==> config.mk <==
export PLATFORM = sky130hd
export DESIGN_NAME = axil_reg_slave
export DESIGN_NICKNAME = d
export VERILOG_FILES = /design/src/rtl/axil_reg_slave.sv
export SDC_FILE = /design/constraint.sdc
export NUM_CORES = 1
export LEC_CHECK = 0
export CORE_MARGIN = 2
export CORE_UTILIZATION = 30
export CTS_CLUSTER_SIZE = 40
export DETAILED_ROUTE_END_ITERATION = 10
export SLEW_MARGIN = 5
export SYNTH_ARGS = -nofsm -noshare
export SYNTH_HDL_FRONTEND = slang
export SYNTH_SLANG_ARGS = --single-unit
export TNS_END_PERCENT = 1
==> constraint.sdc <==
create_clock -name aclk -period 29.4 [get_ports aclk]
set_clock_uncertainty 0.15 [all_clocks]
set_input_delay 5.88 -clock aclk [delete_from_list [all_inputs] [get_ports aclk]]
set_output_delay 5.88 -clock aclk [all_outputs]
set_load 0.02 [all_outputs]
==> src/rtl/axil_reg_slave.sv <==
// axil_reg_slave: AXI4-Lite responder exposing RW registers plus one read-only status word
module axil_reg_slave #(
  parameter int NUM_REGS   = 8,
  parameter int ADDR_WIDTH = 32,
  parameter int DATA_WIDTH = 32
) (
  input  logic                           aclk,
  input  logic                           areset,
  input  logic [ADDR_WIDTH-1:0]          s_axi_awaddr,
  input  logic                           s_axi_awvalid,
  output logic                           s_axi_awready,
  input  logic [DATA_WIDTH-1:0]          s_axi_wdata,
  input  logic                           s_axi_wvalid,
  output logic                           s_axi_wready,
  output logic [1:0]                     s_axi_bresp,
  output logic                           s_axi_bvalid,
  input  logic                           s_axi_bready,
  input  logic [ADDR_WIDTH-1:0]          s_axi_araddr,
  input  logic                           s_axi_arvalid,
  output logic                           s_axi_arready,
  output logic [DATA_WIDTH-1:0]          s_axi_rdata,
  output logic [1:0]                     s_axi_rresp,
  output logic                           s_axi_rvalid,
  input  logic                           s_axi_rready,
  output logic [NUM_REGS*DATA_WIDTH-1:0] reg_q,
  output logic [NUM_REGS-1:0]            reg_wr_pulse,
  input  logic [DATA_WIDTH-1:0]          status_i
);
  localparam logic [9:0] STATUS_IDX = 10'(NUM_REGS);
  localparam logic [1:0] OKAY = 2'b00;
  localparam logic [1:0] SLVERR = 2'b10;
  logic                  aw_held;
  logic                  w_held;
  logic [9:0]            aw_idx_q;
  logic [DATA_WIDTH-1:0] wdata_q;
  logic [DATA_WIDTH-1:0] regs [NUM_REGS];
  logic                  aw_hs;
  logic                  w_hs;
  logic                  ar_hs;
  logic                  commit;
  logic [9:0]            wr_idx;
  logic [9:0]            rd_idx;
  logic [DATA_WIDTH-1:0] wr_data;
  logic [DATA_WIDTH-1:0] rd_val;
  logic                  unused_addr;
  assign s_axi_awready = !aw_held && !s_axi_bvalid;
  assign s_axi_wready  = !w_held && !s_axi_bvalid;
  assign s_axi_arready = !s_axi_rvalid;
  assign aw_hs  = s_axi_awvalid && s_axi_awready;
  assign w_hs   = s_axi_wvalid && s_axi_wready;
  assign ar_hs  = s_axi_arvalid && s_axi_arready;
  assign commit = (aw_held || aw_hs) && (w_held || w_hs);
  assign wr_idx  = aw_hs ? s_axi_awaddr[11:2] : aw_idx_q;
  assign wr_data = w_hs ? s_axi_wdata : wdata_q;
  assign rd_idx  = s_axi_araddr[11:2];
  assign unused_addr = ^{s_axi_awaddr[ADDR_WIDTH-1:12], s_axi_awaddr[1:0],
                         s_axi_araddr[ADDR_WIDTH-1:12], s_axi_araddr[1:0]};
  for (genvar i = 0; i < NUM_REGS; i++) begin : g_pack
    assign reg_q[i*DATA_WIDTH +: DATA_WIDTH] = regs[i];
  end
  // read mux: RW register, status word, or zero for unmapped indices
  always_comb begin
    rd_val = '0;
    for (int i = 0; i < NUM_REGS; i++) rd_val = (rd_idx == 10'(i)) ? regs[i] : rd_val;
    rd_val = (rd_idx == STATUS_IDX) ? status_i : rd_val;
  end
  // AW and W holding registers; both clear on the commit edge
  always_ff @(posedge aclk or posedge areset) begin
    if (areset) begin
      aw_held  <= 1'b0;
      w_held   <= 1'b0;
      aw_idx_q <= '0;
      wdata_q  <= '0;
    end else begin
      aw_held <= !commit && (aw_held || aw_hs);
      w_held  <= !commit && (w_held || w_hs);
      if (aw_hs) aw_idx_q <= s_axi_awaddr[11:2];
      if (w_hs) wdata_q <= s_axi_wdata;
    end
  end
  // write response: raised on commit, held until the master accepts it
  always_ff @(posedge aclk or posedge areset) begin
    if (areset) begin
      s_axi_bvalid <= 1'b0;
      s_axi_bresp  <= OKAY;
    end else if (commit) begin
      s_axi_bvalid <= 1'b1;
      s_axi_bresp  <= (wr_idx < STATUS_IDX) ? OKAY : SLVERR;
    end else if (s_axi_bvalid && s_axi_bready) begin
      s_axi_bvalid <= 1'b0;
    end
  end
  // register bank update and one-cycle write pulses
  always_ff @(posedge aclk or posedge areset) begin
    if (areset) begin
      for (int i = 0; i < NUM_REGS; i++) regs[i] <= '0;
      reg_wr_pulse <= '0;
    end else begin
      for (int i = 0; i < NUM_REGS; i++) begin
        reg_wr_pulse[i] <= commit && (wr_idx == 10'(i));
        if (commit && (wr_idx == 10'(i))) regs[i] <= wr_data;
      end
    end
  end
  // read response: data captured at the AR handshake, held until accepted
  always_ff @(posedge aclk or posedge areset) begin
    if (areset) begin
      s_axi_rvalid <= 1'b0;
      s_axi_rdata  <= '0;
      s_axi_rresp  <= OKAY;
    end else if (ar_hs) begin
      s_axi_rvalid <= 1'b1;
      s_axi_rdata  <= rd_val;
      s_axi_rresp  <= (rd_idx <= STATUS_IDX) ? OKAY : SLVERR;
    end else if (s_axi_rvalid && s_axi_rready) begin
      s_axi_rvalid <= 1'b0;
    end
  end
endmodule

==> metrics.txt <==
Syn Area/Cell=10.3 µm²; WP data arrival=10260 ps; initial DRC count=1164; total power=0.00192 W; Ys Warns=0; Seq/Total Area, Yosys=54.7%; crit path kind=input port to register; Remaining DRCs=0; setup TNS=0 ps; clock slew at reported path FFs=60 ps; unrepaired setup endpoints after global routing=no; Die Y-Extent=233 µm; Clk Latency, worst-skew pair=560 ps; Cell Area, Synth=15700 µm²; Worst Reg-to-Reg Cells=6; H-tree depth=2; Worst Path Max Fanout=36; Hold WC Path Type=register to register; Post-synth top cells=dfrtp_1 (344), o21ai_0 (170), nand2_1 (149), inv_1 (103), a21oi_1 (97); endpoints failing hold=0; worst-margin pin slew=1280 ps; # rows=83; met1 WL=26.1 mm; # IOs=440; Max-Cap Viols=0; Initial Utilization=30.5%; CP required=29680 ps; Post-CTS Setup Bufs=0; Max-Slew Margin vs Limit=14.5%; total congestion overflow=0; top cell type's share of synthesized area=54.7%; final antenna-violating net count=0; metal2 WL=28.2 mm; input/output buffers=393; hold slack=328 ps; Cell variety after synth=58; overall global routing resource usage=22.4%; post-synthesis register bit count=344; top routing layer used=met5; drt pass-1 iters=5; Via density=5.33; Worst Hold Path Cells=2; Routed WL per cell=24.0 µm; top-count cell post-synth=dfrtp_1; Final period util=33.9%; share of layout cells above drive strength 1=10.1%; CTS root buffer=clkbuf_16; RePlAce Congestion=0.838; initial antenna violation count=5; Worst setup EP type=register; TritonCTS clock tree=built; detailed-route via count=13800; hpwl dp=39.3 mm; dominant cell type by area after synthesis=dfrtp_1; cts hold-fix bufs=0; fin crit period=9980 ps; CTS Buf Count=42; Die Width=233 µm; first-pass GRT wire length=90.9 mm; WL final=61.8 mm; clk sinks=344; outcome=completed; Synth Instances=1526; Main synth FF type=dfrtp_1; leakage=9.78 nW; Worst setup SP type=input port; # setup viols final=0; CORE AREA=51600 µm²; Die Footprint=54300 µm²; clock tree buffer depth=3; Post-synth EDFFs=0; top area cells in the synthesized netlist=dfrtp_1 (55%), mux2i_1 (5.7%), o21ai_0 (5.4%); Post-synth ARST share=100%; Fmax=100 MHz; Layout Nets=2000; largest net degree at the start of global routing=133; Worst VDD drop=45.4 µV; met3 WL=5.29 mm; vias in the first global route=13900; final slew viol count=0; PwrDens=88.0 nW/µm²; Area Growth Syn to Fin=38.4%; # resized after CTS=0
## placed cells by master (no fill, tap or decap), types with 3 or more instances in the layout
| cell | count |
|---|---|
| clkbuf_1 | 9 |
| or2_2 | 3 |
| clkdlybuf4s50_1 | 391 |
| bufinv_16 | 6 |
| mux2_2 | 68 |
| o22ai_1 | 32 |
| o2111ai_4 | 3 |
| diode_2 | 3 |
| nor3_1 | 62 |
| a211oi_1 | 3 |
| a221oi_1 | 58 |
| inv_1 | 102 |
| nand2_1 | 148 |
| mux2i_1 | 89 |
| o211a_1 | 27 |
| nand2b_1 | 31 |
| o2111ai_1 | 27 |
| or3_1 | 5 |
| nor2_1 | 70 |
| buf_4 | 25 |
| dfrtp_1 | 344 |
| clkinv_2 | 4 |
| clkbuf_8 | 9 |
| o21ai_0 | 170 |
| and3_2 | 3 |
| nor4_1 | 10 |
| a21oi_1 | 97 |
| clkbuf_16 | 45 |
| nor2b_1 | 6 |
| nor2_4 | 4 |
| a221o_1 | 3 |
## registers in the layout, summed over array words and instances, names as in the netlist, 8 cells and up
| signal | flops |
|---|---|
| reg_q | 256 |
| s_axi_rdata | 32 |
| wdata_q | 32 |
| aw_idx_q | 10 |
| reg_wr_pulse | 8 |
## report_power, final
| group | internal (W) | switching (W) |
|---|---|---|
| Combinational | 0.000271 | 0.000386 |
| Sequential | 0.000601 | 0.0000984 |
| Clock | 0.000353 | 0.000208 |
## per-layer routing
metal	global-route usage, %	up-vias
li1	-	6086
met1	29.9	6899
met2	34.6	627
met3	5.83	136
met4	9.28	4
met5	0	-
## metrics by stage
stage | setup WS, ps | std cells | utilization (%) | instance area [µm²]
final | 19420 | 2578 | 42.2 | 21800
after global routing | 19300 | 2578 | 42.2 | 21800
after CTS | 19450 | 2575 | 42.2 | 21800
after detailed placement | 18840 | 2501 | 39.3 | 20300
after global placement | 18900 | 2501 | 39.3 | 20300
after floorplan | 13830 | 1527 | - | 15700
## worst max-delay path, cell delays in order
cell and delay [ps]:
clkdlybuf4s50_1 500, or3b_1 660, mux2i_4 510, nand4_4 830, nor2_4 1000, buf_4 480, mux2_2 390
## area by class of cell
type,count,area [µm²]
antenna,3,7.51
clock buffer,63,1280
clock inverter,11,211
fill,4953,29800
inverter,103,394
multi-input combinational,957,6320
sequential,344,8610
tap,680,851
timing repair buffer,417,4110
## kinds of logic after synthesis
family / after synthesis / share of synthesized area, %
AOI/OAI and AO/OA: 435 / 17.8
buffers and inverters: 226 / 5.93
DFF: 344 / 54.7
muxes: 162 / 11.1
other: 1 / 0.0238
and+or+nand+nor: 358 / 10.5
## final timing paths
kind / from / end / slack (ps)
hold reg to reg: aw_idx_q[9] / aw_idx_q[9] / 330
hold / removal: aw_idx_q[9] / aw_idx_q[9] / 330
setup reg to reg: s_axi_bvalid / reg_q[146] / 24760
setup / recovery: s_axi_awvalid / reg_q[146] / 19420
max in group asynchronous: areset / reg_q[149] / 21000
min in group asynchronous: areset / reg_wr_pulse[0] / 5800
Note: power is estimated with default switching activity, not from simulation.
